===== config.mk =====
export PLATFORM = sky130hd
export DESIGN_NAME = uart_rx
export DESIGN_NICKNAME = d
export VERILOG_FILES = /design/src/rtl/uart_pkg.sv /design/src/rtl/sync_fifo.sv /design/src/rtl/uart_rx.sv
export SDC_FILE = /design/constraint.sdc
export NUM_CORES = 1
export LEC_CHECK = 0
export BUFFER_PORTS_ARGS = -buffer_cell sky130_fd_sc_hd__buf_2
export CORE_MARGIN = 5
export CORE_UTILIZATION = 65
export DETAILED_ROUTE_END_ITERATION = 6
export HOLD_SLACK_MARGIN = 0.15
export PLACE_DENSITY_LB_ADDON = 0.05
export SYNTH_ARGS = -nofsm -noshare
export SYNTH_HDL_FRONTEND = slang
export SYNTH_SLANG_ARGS = --single-unit

===== constraint.sdc =====
create_clock -name clk_i -period 6.9 [get_ports clk_i]
set_clock_uncertainty 0.05 [all_clocks]
set_input_delay 1.38 -clock clk_i [delete_from_list [all_inputs] [get_ports clk_i]]
set_output_delay 1.38 -clock clk_i [all_outputs]
set_load 0.03 [all_outputs]

===== src/rtl/uart_pkg.sv =====
// Shared definitions for the UART receiver: parity modes, FSM states and
// baud-timing helpers.
package uart_pkg;

  localparam int unsigned ParityNone = 0;
  localparam int unsigned ParityEven = 1;
  localparam int unsigned ParityOdd  = 2;

  typedef enum logic [2:0] {
    StIdle,
    StStart,
    StData,
    StParity,
    StStop
  } rx_state_e;

  function automatic int unsigned calc_cpb(input int unsigned clk_freq,
                                           input int unsigned baud_rate);
    return clk_freq / baud_rate;
  endfunction

  function automatic int unsigned calc_half(input int unsigned cpb);
    return cpb / 2;
  endfunction

endpackage


===== src/rtl/sync_fifo.sv =====
// Show-ahead synchronous FIFO; a push into a full FIFO is dropped (and flagged)
// unless a pop frees the slot in the same cycle.
module sync_fifo #(
  parameter int unsigned WIDTH = 11,
  parameter int unsigned DEPTH = 4
) (
  input  logic             clk_i,
  input  logic             rstn_i,
  input  logic             push_i,
  input  logic [WIDTH-1:0] wdata_i,
  input  logic             pop_i,
  output logic [WIDTH-1:0] rdata_o,
  output logic             empty_o,
  output logic             overrun_o
);

  localparam int unsigned AW = $clog2(DEPTH);
  localparam logic [AW:0] CountFull = (AW + 1)'(DEPTH);

  logic [WIDTH-1:0] r_mem [DEPTH];
  logic [AW-1:0]    r_wptr;
  logic [AW-1:0]    r_rptr;
  logic [AW:0]      r_count;
  logic             r_overrun;

  logic w_full;
  logic w_pop;
  logic w_push;

  assign w_full  = (r_count == CountFull);
  assign empty_o = (r_count == '0);
  assign w_pop   = pop_i & ~empty_o;
  assign w_push  = push_i & (~w_full | w_pop);

  assign rdata_o   = r_mem[r_rptr];
  assign overrun_o = r_overrun;

  always_ff @(posedge clk_i) begin
    if (w_push) begin
      r_mem[r_wptr] <= wdata_i;
    end
  end

  always_ff @(posedge clk_i or negedge rstn_i) begin
    if (!rstn_i) begin
      r_wptr    <= '0;
      r_rptr    <= '0;
      r_count   <= '0;
      r_overrun <= 1'b0;
    end else begin
      r_overrun <= push_i & ~w_push;
      if (w_push) r_wptr <= r_wptr + 1'b1;
      if (w_pop)  r_rptr <= r_rptr + 1'b1;
      case ({w_push, w_pop})
        2'b10:   r_count <= r_count + 1'b1;
        2'b01:   r_count <= r_count - 1'b1;
        default: r_count <= r_count;
      endcase
    end
  end

endmodule


===== src/rtl/uart_rx.sv =====
// UART receiver: 2-FF synchronised line, 3-sample majority voting per bit,
// optional parity, 1 or 2 stop bits, words queued in a show-ahead FIFO.
module uart_rx
  import uart_pkg::*;
#(
  parameter int unsigned CLK_FREQ   = 25000000,
  parameter int unsigned BAUD_RATE  = 115200,
  parameter int unsigned DATA_BITS  = 8,
  parameter int unsigned PARITY     = 0,
  parameter int unsigned STOP_BITS  = 1,
  parameter int unsigned FIFO_DEPTH = 4
) (
  input  logic                 clk_i,
  input  logic                 rstn_i,
  input  logic                 uart_rx_i,
  input  logic                 ready_i,
  output logic                 valid_o,
  output logic [DATA_BITS-1:0] data_o,
  output logic                 parity_err_o,
  output logic                 frame_err_o,
  output logic                 break_o,
  output logic                 overrun_o
);

  localparam int unsigned CPB   = calc_cpb(CLK_FREQ, BAUD_RATE);
  localparam int unsigned HALF  = calc_half(CPB);
  localparam int unsigned CntW  = $clog2(CPB);
  localparam int unsigned BitW  = $clog2(DATA_BITS);
  localparam int unsigned WordW = DATA_BITS + 3;

  localparam logic [CntW-1:0] CntLast = CntW'(CPB - 1);
  localparam logic [CntW-1:0] CntHalf = CntW'(HALF);
  localparam logic [CntW-1:0] CntS0   = CntW'(HALF - 2);
  localparam logic [CntW-1:0] CntS1   = CntW'(HALF - 1);
  localparam logic [BitW-1:0] LastBit = BitW'(DATA_BITS - 1);
  localparam logic            StopLast = 1'(STOP_BITS - 1);
  localparam logic            HasPar  = (PARITY != ParityNone);
  localparam logic            OddPar  = (PARITY == ParityOdd);

  rx_state_e r_state;
  rx_state_e w_state_next;

  logic [1:0]           r_sync;
  logic [1:0]           r_flush;
  logic                 r_armed;
  logic [CntW-1:0]      r_cnt;
  logic [BitW-1:0]      r_bit;
  logic                 r_stop;
  logic [DATA_BITS-1:0] r_shift;
  logic [1:0]           r_smp;
  logic                 r_ferr;
  logic                 r_perr;
  logic                 r_par;

  logic             w_rx;
  logic             w_maj;
  logic             w_at_half;
  logic             w_at_last;
  logic             w_push;
  logic             w_pop;
  logic             w_empty;
  logic             w_ferr_final;
  logic             w_brk;
  logic [WordW-1:0] w_push_word;
  logic [WordW-1:0] w_head;

  assign w_rx      = r_sync[1];
  assign w_maj     = (r_smp[0] & r_smp[1]) | (r_smp[0] & w_rx) | (r_smp[1] & w_rx);
  assign w_at_half = (r_cnt == CntHalf);
  assign w_at_last = (r_cnt == CntLast);

  assign w_push       = (r_state == StStop) && w_at_half && (r_stop == StopLast);
  assign w_ferr_final = r_ferr | ~w_maj;
  assign w_brk        = (r_shift == '0) & w_ferr_final & (~HasPar | ~r_par);
  assign w_push_word  = {w_brk, w_ferr_final, r_perr, r_shift};

  always_comb begin
    w_state_next = r_state;
    unique case (r_state)
      StIdle: begin
        if (!w_rx && r_armed) w_state_next = StStart;
      end
      StStart: begin
        if (w_at_half && w_maj) w_state_next = StIdle;
        else if (w_at_last)     w_state_next = StData;
      end
      StData: begin
        if (w_at_last && (r_bit == LastBit)) w_state_next = HasPar ? StParity : StStop;
      end
      StParity: begin
        if (w_at_last) w_state_next = StStop;
      end
      StStop: begin
        if (w_push) w_state_next = StIdle;
      end
      default: w_state_next = StIdle;
    endcase
  end

  always_ff @(posedge clk_i or negedge rstn_i) begin
    if (!rstn_i) begin
      r_state <= StIdle;
    end else begin
      r_state <= w_state_next;
    end
  end

  always_ff @(posedge clk_i or negedge rstn_i) begin
    if (!rstn_i) begin
      r_sync  <= 2'b11;
      r_flush <= 2'b00;
      r_armed <= 1'b0;
      r_cnt   <= '0;
      r_bit   <= '0;
      r_stop  <= 1'b0;
      r_shift <= '0;
      r_smp   <= 2'b11;
      r_ferr  <= 1'b0;
      r_perr  <= 1'b0;
      r_par   <= 1'b0;
    end else begin
      r_sync  <= {r_sync[0], uart_rx_i};
      r_flush <= {r_flush[0], 1'b1};
      // Arm only on a genuine high seen after the synchroniser's reset value
      // has flushed, so a line stuck low never starts a frame on its own.
      r_armed <= (r_state == StIdle) ? (r_armed | (w_rx & r_flush[1])) : 1'b0;

      if ((w_state_next == StIdle) || w_at_last) r_cnt <= '0;
      else                                       r_cnt <= r_cnt + 1'b1;

      if (r_cnt == CntS0) r_smp[0] <= w_rx;
      if (r_cnt == CntS1) r_smp[1] <= w_rx;

      unique case (r_state)
        StIdle: begin
          r_bit  <= '0;
          r_stop <= 1'b0;
          r_ferr <= 1'b0;
          r_perr <= 1'b0;
          r_par  <= 1'b0;
        end
        StData: begin
          if (w_at_half) r_shift <= {w_maj, r_shift[DATA_BITS-1:1]};
          if (w_at_last) r_bit <= (r_bit == LastBit) ? '0 : r_bit + 1'b1;
        end
        StParity: begin
          if (w_at_half) begin
            r_par  <= w_maj;
            r_perr <= w_maj ^ (^r_shift) ^ OddPar;
          end
        end
        StStop: begin
          if (w_at_half) r_ferr <= w_ferr_final;
          if (w_at_last) r_stop <= 1'b1;
        end
        default: ;
      endcase
    end
  end

  assign w_pop = valid_o & ready_i;

  sync_fifo #(
    .WIDTH(WordW),
    .DEPTH(FIFO_DEPTH)
  ) u_fifo (
    .clk_i    (clk_i),
    .rstn_i   (rstn_i),
    .push_i   (w_push),
    .wdata_i  (w_push_word),
    .pop_i    (w_pop),
    .rdata_o  (w_head),
    .empty_o  (w_empty),
    .overrun_o(overrun_o)
  );

  // Head memory is not reset, so gate everything with valid to keep outputs 0 when empty.
  assign valid_o      = ~w_empty;
  assign data_o       = valid_o ? w_head[DATA_BITS-1:0] : '0;
  assign parity_err_o = valid_o & w_head[DATA_BITS];
  assign frame_err_o  = valid_o & w_head[DATA_BITS+1];
  assign break_o      = valid_o & w_head[DATA_BITS+2];

endmodule

==> results.sh <==
export IMPL_outcome="finished clean"
export IMPL_slew_headroom=0.3657
export IMPL_worst_slew_pin_slew_ps=951.4
export IMPL_area_growth_pct=7.621
export IMPL_root_buffer="clkbuf_8"
export IMPL_path_buf_inv=1
export IMPL_crit_type="reg2out"
export IMPL_start_util=0.6639
export IMPL_core_sq_um=5886
export IMPL_antenna_left=0
export IMPL_yosys_warnings=0
export IMPL_path_depth=3
export IMPL_timing_hold_ws_ps=310.1
export IMPL_vias=2265
export IMPL_wl_per_cell_um=17.80
export IMPL_cts_sinks=84
export IMPL_fp_dieH_um=87.54
export IMPL_critical_path_cell_chain="mux4_2 -> and2_1 -> buf_2"
export IMPL_hold_viol_final=0
export IMPL_final_cell_mix="edfxtp_1 (44), dfrtp_1 (36), inv_1 (19)"
export IMPL_slew_violations=0
export IMPL_critPathSlowestCell="dfrtp_1"
export IMPL_firstDrtPassIters=4
export IMPL_ctsLongestPathBuffers=2
export IMPL_io_buffers=16
export IMPL_setup_viol=0
export IMPL_synth_edff_count=44
export IMPL_tns_ps=0
export IMPL_boundaryPins=17
export IMPL_synthTopCellsByArea="edfxtp_1 (34%), dfrtp_1 (23%), mux4_2 (6.3%), ha_1 (4.2%), mux2i_1 (3.1%)"
export IMPL_max_freq_ghz=0.2826
export IMPL_critPathCapture="frame_err_o"
export IMPL_cts_buffers=9
export IMPL_cpPeakStageDelay_ps=840
export IMPL_syn_inst=287
export IMPL_post_cts_repair_setup_buffers=0
export IMPL_critical_path_top_delay_family="flip-flops"
export IMPL_hold_path_class="reg2reg"
export IMPL_r2r_slack_ps=4120
export IMPL_regToRegEndpoint="u_fifo.r_count[1]$_DFFE_PN0P_"
export IMPL_ir_drop_mv=0.1859
export IMPL_grt_pass1_wl_mm=11.39
export IMPL_grt_overflow=0
export IMPL_drt_iter0_markers=122
export IMPL_leakage_nw=1.737
export IMPL_viasPerCell=5.929
export IMPL_period_needed_ps=3538
export IMPL_maxCapViolations=0
export IMPL_cts_htree_levels=3
export IMPL_ys_seq_area_frac=0.5956
export IMPL_ys_ff_latch=84
export IMPL_async_reset_ff_frac=0.4762
export IMPL_grt_max_degree=41
export IMPL_finalWirelength_mm=6.800
export IMPL_cts_resized=0
export IMPL_grt_total_usage=0.1987
export IMPL_startpoint="u_fifo.r_rptr[0]$_DFFE_PN0P_"
export IMPL_syn_nets=305
export IMPL_netlist_area_sq_um=3907
export IMPL_finalCritPeriodShare=0.5128
export IMPL_yosysTopAreaCell="edfxtp_1"
export IMPL_reg2reg_depth=7
export IMPL_nNetsFinal=320
export IMPL_cp_required_ps=5470
export IMPL_p_per_area_nw_per_um2=275.6
export IMPL_die_area_sq_um=7662
export IMPL_synth_top_area_share=0.3381
export IMPL_final_common_cell="edfxtp_1"
export IMPL_die_w_um=87.54
export IMPL_rsz0062_at_grt="no"
export IMPL_start_kind="register"
export IMPL_cp_arrival_ps=2110
export IMPL_crit_fanout=13
export IMPL_insertion_delay_ps=340
export IMPL_setup_worst_path_end_class="output port"
export IMPL_cts_tree="built"
export IMPL_clkTransAtPathRegs_ps=80
export IMPL_hold_path_depth=0
export IMPL_antenna_found_initial=1
export IMPL_cts_hold_fix_buffers=0
export IMPL_gp_congestion=0.7939
export IMPL_dp_hpwl_mm=4.667
export IMPL_post_route_drc_count=0
export IMPL_grt_pass1_vias=2282
export IMPL_rows=28
export IMPL_syn_mean_instance_area_sq_um=13.61
export IMPL_ys_dominant_reg_cell="edfxtp_1"
export IMPL_n_antenna_cell=0
export IMPL_yosysUniqueCellTypes=57
export IMPL_rr_startpoint="r_state[0]$_DFF_PN0_"
export IMPL_drive_gt1_frac=0.1759
-- kinds of logic (layout without fill, tap and decap cells) --
family,Yosys count,count (layout),share of synthesized area
other,1,1,0.0009597
adders and majority gates,15,15,0.04931
buffers and inverters,32,52,0.03170
AOI/OAI and AO/OA,31,31,0.06148
DFF,84,84,0.5956
xor gates and xnor gates,15,15,0.03362
and+or+nand+nor,83,83,0.1236
muxes,26,26,0.1037
-- through the flow --
stage | power, W | cells | util | worst slack (ps) | instance area (sq um)
CTS | 0.001169 | 382 | 0.7145 | 3305 | 4205
global placement | 0.0008581 | 366 | 0.6852 | 3692 | 4033
finish | 0.001159 | 382 | 0.7145 | 3362 | 4205
detailed placement | 0.0008668 | 366 | 0.6852 | 3683 | 4033
global route | 0.001226 | 382 | 0.7145 | 3195 | 4205
floorplan | 0.0008044 | 287 | - | 3760 | 3908
-- cell type report --
cell class | instances | area, sq um
fill | 385 | 1680
clock buffer | 12 | 145.1
tap | 75 | 93.84
clock inverter | 4 | 27.53
timing repair buffer | 16 | 80.08
inverter | 20 | 75.07
multi-input combinational | 171 | 1456
sequential | 84 | 2327
-- state kept, by name, summed over array words and instances, names as in the netlist, 2 cells and up --
register	cells
u_fifo.r_rptr	2
r_smp	2
r_bit	3
u_fifo.r_mem	44
r_shift	8
u_fifo.r_count	3
r_sync	2
r_cnt	8
r_flush	2
u_fifo.r_wptr	2
r_state	3
-- worst register-to-register path, cell delays in order, from the launching register on --
cell,delay [ps]
dfrtp_1,540
or4b_4,610
or3_4,390
nand3_1,120
fa_1,460
a41oi_1,190
a21oi_1,90
a211oi_1,240
-- worst min-delay path by stage --
stage,from,to,slack (ps)
after global routing,r_sync[0]$_DFF_PN1_,r_sync[1]$_DFF_PN1_,320
after global placement,r_sync[0]$_DFF_PN1_,r_sync[1]$_DFF_PN1_,300
after CTS,r_sync[0]$_DFF_PN1_,r_sync[1]$_DFF_PN1_,310
after detailed placement,r_sync[0]$_DFF_PN1_,r_sync[1]$_DFF_PN1_,300
after floorplan,r_flush[0]$_DFF_PN0_,r_flush[1]$_DFF_PN0_,280
final,r_sync[0]$_DFF_PN1_,r_sync[1]$_DFF_PN1_,310
-- report_power, final --
part / switching (W) / leakage [nW] / internal [W]
Sequential: 0.0000731 / 0.990 / 0.000550
Clock: 0.000165 / 0.0786 / 0.000140
Combinational: 0.000131 / 0.668 / 0.0000998
Total: 0.000369 / 1.74 / 0.000790
-- Yosys cell counts, types with 5 or more instances --
cell	n
a21oi_1	5
and2_1	17
clkbuf_1	8
dfrtp_1	36
edfxtp_1	44
ha_1	13
inv_1	19
mux2i_1	12
mux4_2	11
nand2_1	10
nand3_1	7
nor2_1	18
nor3_1	5
xnor2_1	10
xor2_1	5
-- per-layer routing --
layer / vias up / part of all wire / global-route usage
met2: 42 / 0.48 / 0.3199
met5: - / 0.0010 / 0
li1: 1075 / - / -
met3: 6 / 0.039 / 0.03575
met1: 1140 / 0.47 / 0.2728
met4: 2 / 0.0081 / 0.07531
(Power assumes the default switching activity.)
